[src/rtl/ws2812b_fifo_avalon_interface.sv]
// Avalon-MM pixel FIFO feeding the WS2812B serializer.
// Adds status, sticky error flags, flush and low-water irq.
module ws2812b_fifo_avalon_interface #(
  parameter int DATA_WIDTH = 24,
  parameter int DEPTH      = 16
) (
  input  logic                  clk,
  input  logic                  reset,
  input  logic [1:0]            address,
  input  logic [31:0]           writedata,
  input  logic                  write,
  input  logic                  read,
  output logic [31:0]           readdata,
  input  logic                  pop,
  output logic [DATA_WIDTH-1:0] data_out,
  output logic                  valid,
  output logic                  irq
);

  localparam int AW = $clog2(DEPTH);

  logic [DATA_WIDTH-1:0] mem [DEPTH];
  logic [AW-1:0]         wr_ptr;
  logic [AW-1:0]         rd_ptr;
  logic [AW:0]           count;
  logic [AW:0]           count_nxt;
  logic [AW:0]           threshold;
  logic                  overflow;
  logic                  underrun;
  logic                  irq_en;
  logic                  full;
  logic                  push;
  logic                  push_ok;
  logic                  pop_ok;
  logic                  ctrl_wr;
  logic                  thr_wr;
  logic                  flush;
  logic                  ovf_set;
  logic                  udr_set;

  assign valid   = (count != '0);
  assign full    = (count == (AW+1)'(DEPTH));
  assign push    = write && (address == 2'd0);
  assign ctrl_wr = write && (address == 2'd2);
  assign thr_wr  = write && (address == 2'd3);
  assign flush   = ctrl_wr && writedata[0];

  // A flush swallows any pop presented in the same cycle.
  assign pop_ok  = pop && valid && !flush;
  assign push_ok = push && (!full || pop_ok);
  assign ovf_set = push && full && !pop_ok;
  assign udr_set = pop && !valid && !flush;

  assign count_nxt = count + (AW+1)'(push_ok) - (AW+1)'(pop_ok);

  always_ff @(posedge clk) begin
    if (push_ok)
      mem[wr_ptr] <= writedata[DATA_WIDTH-1:0];
  end

  always_ff @(posedge clk or posedge reset) begin
    if (reset) begin
      wr_ptr    <= '0;
      rd_ptr    <= '0;
      count     <= '0;
      overflow  <= 1'b0;
      underrun  <= 1'b0;
      irq_en    <= 1'b0;
      threshold <= '0;
      irq       <= 1'b0;
    end else begin
      if (flush) begin
        wr_ptr <= '0;
        rd_ptr <= '0;
        count  <= '0;
      end else begin
        if (push_ok)
          wr_ptr <= wr_ptr + AW'(1);
        if (pop_ok)
          rd_ptr <= rd_ptr + AW'(1);
        count <= count_nxt;
      end
      // Setting a sticky flag wins over a W1C clear.
      overflow <= ovf_set ||
        (overflow && !(ctrl_wr && writedata[2]));
      underrun <= udr_set ||
        (underrun && !(ctrl_wr && writedata[3]));
      if (ctrl_wr)
        irq_en <= writedata[4];
      if (thr_wr)
        threshold <= writedata[AW:0];
      irq <= irq_en && (count < threshold);
    end
  end

  assign data_out = valid ? mem[rd_ptr] : '0;

  always_comb begin
    readdata = '0;
    unique case (address)
      2'd1: begin
        readdata[0]          = valid;
        readdata[1]          = full;
        readdata[2]          = overflow;
        readdata[3]          = underrun;
        readdata[4]          = irq;
        readdata[8 +: AW+1]  = count;
      end
      2'd2: readdata[4] = irq_en;
      2'd3: readdata[AW:0] = threshold;
      default: readdata = '0;
    endcase
  end

endmodule

[config.mk]
export PLATFORM = sky130hd
export DESIGN_NAME = ws2812b_fifo_avalon_interface
export DESIGN_NICKNAME = d
export VERILOG_FILES = /design/src/rtl/ws2812b_fifo_avalon_interface.sv
export SDC_FILE = /design/constraint.sdc
export NUM_CORES = 1
export LEC_CHECK = 0
export CELL_PAD_IN_SITES_DETAIL_PLACEMENT = 0
export CELL_PAD_IN_SITES_GLOBAL_PLACEMENT = 2
export CORE_MARGIN = 4
export CORE_UTILIZATION = 40
export DETAILED_ROUTE_END_ITERATION = 8
export PLACE_DENSITY = 0.77
export SLEW_MARGIN = 40
export SYNTH_ARGS = -nofsm -noshare
export SYNTH_HDL_FRONTEND = slang
export SYNTH_SLANG_ARGS = --single-unit
export TNS_END_PERCENT = 10
[constraint.sdc]
create_clock -name clk -period 3.58 [get_ports clk]
set_input_delay 0.716 -clock clk [delete_from_list [all_inputs] [get_ports clk]]
set_output_delay 0.716 -clock clk [all_outputs]
set_load 0.005 [all_outputs]
==> Word-level counts from Yosys, hierarchy flattened <==
Memories as Yosys holds them, arrays and structs flattened.
Cells that the tools add are included.
{ "word_totals": {"latch_bits": 0, "romBits": 0, "memories": 1, "wordCells": 58, "mem_bits_rw": 384, "in_bits": 39, "output_inout_bits": 58, "ff_bits": 22} }
{ "mem_list": {"columns": ["memory", "depth", "word_bits", "rd", "rd_clocked_by_memory_dff", "write_ports", "line_no", "text"], "rows": [
  ["mem", 16, 24, 1, 0, 1, "22", "logic [DATA_WIDTH-1:0] mem [DEPTH];"]
]} }
{ "classes": {"n_eq_ne": 4, "n_addsub": 4, "n_shift": 0, "n_reduce_logical": 29, "n_mul": 0, "div_mod_pow": 0, "order_cmp": 1, "n_mux": 11, "bitwise_logic": 0} }
{ "op_table": {"columns": ["cell", "n"], "rows": [
  ["two-way mux 24 bit", 1],
  ["logical AND 1 bit", 16],
  ["two-way mux 4 bit", 4],
  ["two-way mux 5 bit", 2],
  ["adder 4 x 1 -> 4 bit (second input constant)", 2],
  ["case mux 4 bit (2 select lines)", 1],
  ["zero test 1 bit", 6],
  ["adder 5 x 1 -> 5 bit", 1],
  ["== test 5 bit (second input constant)", 1],
  ["< comparator 5 bit", 1],
  ["nonzero test 5 bit", 1],
  ["subtractor 5 x 1 -> 5 bit", 1],
  ["== test 2 bit (second input constant)", 2],
  ["nonzero test 2 bit", 2],
  ["logical OR 1 bit", 3],
  ["case mux 1 bit (3 select lines)", 1],
  ["== test 2 x 1 -> 1 bit (second input constant)", 1],
  ["zero test 2 bit", 1],
  ["two-way mux 1 bit", 2]
]} }

==> Logic depth before layout (Yosys ltp) <==
{ "depth": {"word_depth": 10, "mapped_depth": 14, "mapped_depth_nobuf": 14} }

==> Worst setup path after synthesis <==
OpenSTA, ideal clock, no wires.
{ "synth_path": {"path_type": "input to register", "from": "input write", "to": "memory mem[3][0] (enable)", "slack_ps": -698, "n_path_buf": 2, "setup_time_ps": 466, "required_time_ps": 3114, "arrival_time_ps": 3812, "stages": 5, "path_cell_list": "nor2b_1 clkbuf_1 o211ai_2 clkbuf_1 nor4_1"} }
{ "synth_between": {"elab_chain_cells": 8, "word_cells_on_any_way": 9, "classes_between": "mux (2); reduce/logical (7)"} }
{ "synth_lines": {"columns": ["element", "line_no", "text"], "rows": [
  ["from (decl)", "11", "input logic write,"],
  ["logical AND 1 bit", "44", "assign ctrl_wr = write && (address == 2'd2);"],
  ["logical AND 1 bit", "46", "assign flush = ctrl_wr && writedata[0];"],
  ["zero test 1 bit", "49", "assign pop_ok = pop && valid && !flush;"],
  ["logical AND 1 bit", "49", null],
  ["logical OR 1 bit", "50", "assign push_ok = push && (!full || pop_ok);"],
  ["logical AND 1 bit (*)", "50", null],
  ["two-way mux 1 bit (*)", "57", "if (push_ok)"],
  ["two-way mux 1 bit (not written as such) (*)", "58", "mem[wr_ptr] <= writedata[DATA_WIDTH-1:0];"],
  ["to (decl)", "22", null]
]} }
Mark *: on every way between the ends. The rest lies on a longest branch, timed or not.

==> Final worst setup path <==
{ "layout_path": {"from": "register count[3]", "to": "output data_out[2]"} }
{ "layout_between": {"elab_chain_cells": 2} }
{ "layout_lines": {"columns": ["element", "line_no", "text"], "rows": [
  ["from (decl)", "25", "logic [AW:0] count;"],
  ["from (signal assigned)", "81", "count <= count_nxt;"],
  ["nonzero test 5 bit", "41", "assign valid = (count != '0);"],
  ["two-way mux 24 bit", "96", "assign data_out = valid ? mem[rd_ptr] : '0;"],
  ["to (decl)", "15", "output logic [DATA_WIDTH-1:0] data_out,"]
]} }
Every way passes these cells.

==> results.rst <==
.. list-table::
   :header-rows: 1

   * - Metric
     - Value
   * - Category of the critical setup timing path
     - register to primary output
   * - Count of endpoints failing hold in the final timing report
     - 0
   * - Sort of element at the start of the critical path
     - register
   * - Number of flops mapped to enable cells by yosys
     - around 380
   * - Async SR Flop Fraction
     - 5.42%
   * - Dominant synthesized flop cell
     - edfxtp_1
   * - Diode count
     - 0
   * - Xor/xnor cell area share of the yosys netlist
     - less than 1%
   * - Post-route minimum period
     - 3.47 ns
   * - Clock transition at the registers of the reported paths
     - 0.06 ns
   * - Average cell area after synthesis
     - 20.6 um2
   * - Slowest Stage Delay on Critical Path
     - between 0.4 and 0.5 ns
   * - Fraction of layout instances using a drive strength above 1
     - 27.6%
   * - Routability congestion estimate
     - 0.723
   * - Final-stage net count
     - 967
   * - Area fraction in and, or, nand and nor cells after synthesis
     - between 3 and 4%
   * - Number of distinct library cell variants in the gate-level netlist after synthesis
     - 43
   * - Number of standard cells after synthesis
     - 781
   * - Period utilisation layout
     - 96.8%
   * - Final worst slack
     - 0.114 ns
   * - Chip width
     - 209 um
   * - DP HPWL
     - 18500 um
   * - # port buffers
     - 65
   * - CTS HTree Levels
     - 2
   * - Maximum net fanout on the critical path
     - 10
   * - Arr. time, crit path
     - 2.75 ns
   * - Tightest Hold Check Type
     - register to register
   * - Number of antenna violations at the first check in global routing
     - 0
   * - Area share of fa/ha/maj cells after synthesis
     - 1.29%
   * - Final design instance area without fill
     - 19100 um2
   * - DRT Wirelength
     - 34500 um
   * - Count of state elements after synthesis
     - a little over 400
   * - Latest clock arrival within the worst-skew pair
     - 0.53 ns
   * - Unrepaired setup endpoints after global routing
     - yes
   * - Die span in y
     - 209 um
   * - Number of warnings reported in the yosys synthesis log
     - 0
   * - Number of buffers created by CTS
     - 43
   * - Cell total after placement
     - 1379
   * - Max-cap violations
     - 0
   * - Largest net degree at the start of global routing
     - 39
   * - Least-Margin Pin Slew
     - between 0.6 and 0.7 ns
   * - Detailed-router iteration count before antenna repair
     - 4
   * - Maximum VDD drop
     - 0.344 mV
   * - Cell chosen for the clock root
     - clkbuf_16
   * - Total of hold buffers inserted after clock tree synthesis
     - 0
   * - Effective utilization at floorplan
     - 40.5%
   * - Normalized max-slew margin
     - a little over half
   * - Final worst clock skew
     - about 0.013 ns
   * - Top-level port count
     - 97
   * - GRT Util Overall
     - 15.7%
   * - Row count
     - 73
   * - Total leakage power
     - about 6.3 nW
   * - Final routed wire length divided by cell count
     - 23.5 um
   * - Outcome
     - finished clean
   * - Pins Over Slew Limit
     - 0
   * - Vias per cell
     - 5.36
   * - Area of the die
     - 43600 um2
   * - Synthesized-area fraction occupied by ao, oa, aoi and oai cells
     - 3.55%
   * - Main combinational cell family by area after synthesis
     - multiplexers
   * - Number of standard cells in the layout, taps in and fillers out
     - 1469
   * - Pre-CTS setup slack
     - between 0.07 and 0.08 ns
   * - Drt initial violations
     - 586
   * - Capturing element type of the critical path
     - primary output
   * - Total congestion overflow after global routing
     - 0
   * - Post-synth design cell area
     - 16100 um2
   * - Total power after layout
     - 13.7 mW
   * - Portion of netlist area occupied by mux cells
     - 14.1%
   * - Antenna viol nets, final
     - 0
   * - TritonCTS clock tree
     - done
   * - Count of final setup violators
     - 0
   * - Vias in the first global route
     - 8071
   * - Sequential-to-total area share from yosys stat
     - between 70% and 80%
   * - Area growth from synthesis to final layout
     - 18.8%
   * - CP Data Required Time
     - around 2.9 ns
   * - Critical path, cell by cell
     - inv_1, ha_2, nor4b_4, inv_2, and3_4, a22oi_1, nand2_1, clkdlybuf4s50_1
   * - Achievable Freq
     - 289 MHz
   * - Sum of negative setup slack
     - 0 ns
   * - Standard cell core area
     - approximately 40000 um2
   * - Cell area power density
     - 717 nW/um2
   * - Vias
     - 7871
   * - Global-route wire length before repair
     - 52000 um
   * - DRC violations left
     - 0
   * - Maximum buffer depth of the clock tree
     - 3
   * - Total cell area at the placement stage
     - 17700 um2
   * - # clock sinks
     - 406
   * - Critical-path top delay cell
     - clkdlybuf4s50_1
==> path summary, 6_finish.rpt <==
kind | endpoint | from | slack, ns | depth (start not counted)
setup / recovery | data_out[2] | count[3] | 0.11 | 8
setup reg to reg | count[4] | count[3] | 0.62 | 14
min in group asynchronous | count[4] | reset | 0.53 | 2
hold reg to reg | underrun | underrun | 0.51 | 1
max in group asynchronous | rd_ptr[1] | reset | 2.67 | 2
hold / removal | underrun | underrun | 0.51 | 1
==> cells in the mapped netlist, drive strengths merged, types with 4 or more instances <==
| cell | number | area (um2) |
|---|---|---|
| o21ai | 5 | 25.0 |
| mux4 | 96 | 2160 |
| nand3 | 12 | 60.1 |
| nor2b | 4 | 25.0 |
| nand2 | 38 | 143 |
| and3 | 7 | 48.8 |
| inv | 17 | 63.8 |
| ha | 15 | 188 |
| nor3 | 5 | 25.0 |
| xor2 | 4 | 35.0 |
| buf | 46 | 302 |
| dfrtp | 22 | 551 |
| and2 | 11 | 68.8 |
| mux2 | 7 | 78.8 |
| nor2 | 13 | 48.8 |
| clkbuf | 15 | 56.3 |
| a21oi | 6 | 30.0 |
| edfxtp | 384 | 11500 |
| a22oi | 48 | 440 |
==> kinds of logic after synthesis <==
logic type | after synthesis
xor gates and xnor gates | 6
and+or+nand+nor | 100
buffers and inverters | 78
muxes | 106
other | 1
AOI/OAI and AO/OA | 68
DFF | 406
adders and majority gates | 16
==> layout by cell type, fill, tap and decap left out, types with 2 or more instances in the layout <==
cell / instances
edfxtp_1: 384
mux4_2: 96
clkdlybuf4s50_1: 61
clkbuf_16: 46
buf_4: 46
nand2_1: 38
a22oi_1: 32
conb_1: 22
dfrtp_1: 18
a22oi_2: 16
inv_1: 15
ha_1: 14
nand3_1: 12
and2_1: 11
clkbuf_1: 11
clkinv_2: 11
nor2_1: 9
buf_12: 8
mux2_2: 7
clkinv_1: 7
and3_1: 6
a21oi_1: 6
o21ai_0: 5
nor2b_1: 4
xor2_1: 4
nor3_2: 4
nor2_4: 4
dlymetal6s2s_1: 4
buf_6: 4
mux2i_1: 3
a21o_1: 3
inv_2: 2
xnor2_1: 2
and3_4: 2
nor3b_4: 2
nor4_2: 2
dfrtp_2: 2
dfrtp_4: 2
==> registers in the layout, indices dropped and copies added (netlist names) <==
| signal | flops |
|---|---|
| wr_ptr | 4 |
| overflow | 1 |
| irq | 1 |
| count | 5 |
| irq_en | 1 |
| underrun | 1 |
| rd_ptr | 4 |
| mem | 384 |
| threshold | 5 |
==> critical path, delay by kind of cell (launching register included) <==
family / cells / cell delay (ns)
AO/OA/AOI/OAI: 1 / 0.24
adder cells (fa/ha/maj): 1 / 0.18
buffers and inverters: 3 / 0.71
flip-flops: 1 / 0.40
AND/OR/NAND/NOR: 3 / 0.69
==> per-stage QoR <==
stage,utilization (%),hold slack (ns)
after detailed placement,44.4,0.502
after global routing,48.1,0.561
after CTS,47.8,0.523
final,48.1,0.513
after floorplan,-,0.465
after global placement,44.4,0.498
==> metal layers <==
layer	vias to the layer above	GRT usage [%]	wire (um)
li1	3425	-	-
met4	0	3.94	648
met2	222	24.8	16600
met1	4173	23.3	15300
met5	-	0	0
met3	51	2.43	1980
==> power breakdown <==
group / switching (mW) / internal [mW] / leakage [nW] / total [mW]
Combinational: 1.94 / 2.23 / 1.97 / 4.17
Sequential: 0.157 / 5.36 / 3.72 / 5.52
Clock: 1.72 / 2.32 / 0.633 / 4.04
Total: 3.82 / 9.90 / 6.33 / 13.7
==> cell type report <==
type                    instances  area (um2)
fillers                      3311       20700
inverters                      17        63.8
clock buffers                  57        1180
clock inverters                20        97.6
flip-flops and latches        406       12100
repair buffers                125        1260
well taps                     525         657
multi-input cells             319        3790
==> what timing repair did <==
item / 4_1_cts / 5_1_grt
cloned: 2 / 1
setup buffers: 4 / 6
resized for setup: 5 / 11
endpoints found under the setup margin: 23 / 14
pin swaps: 2 / 2
No activity file was read; power rests on OpenSTA's default activity.
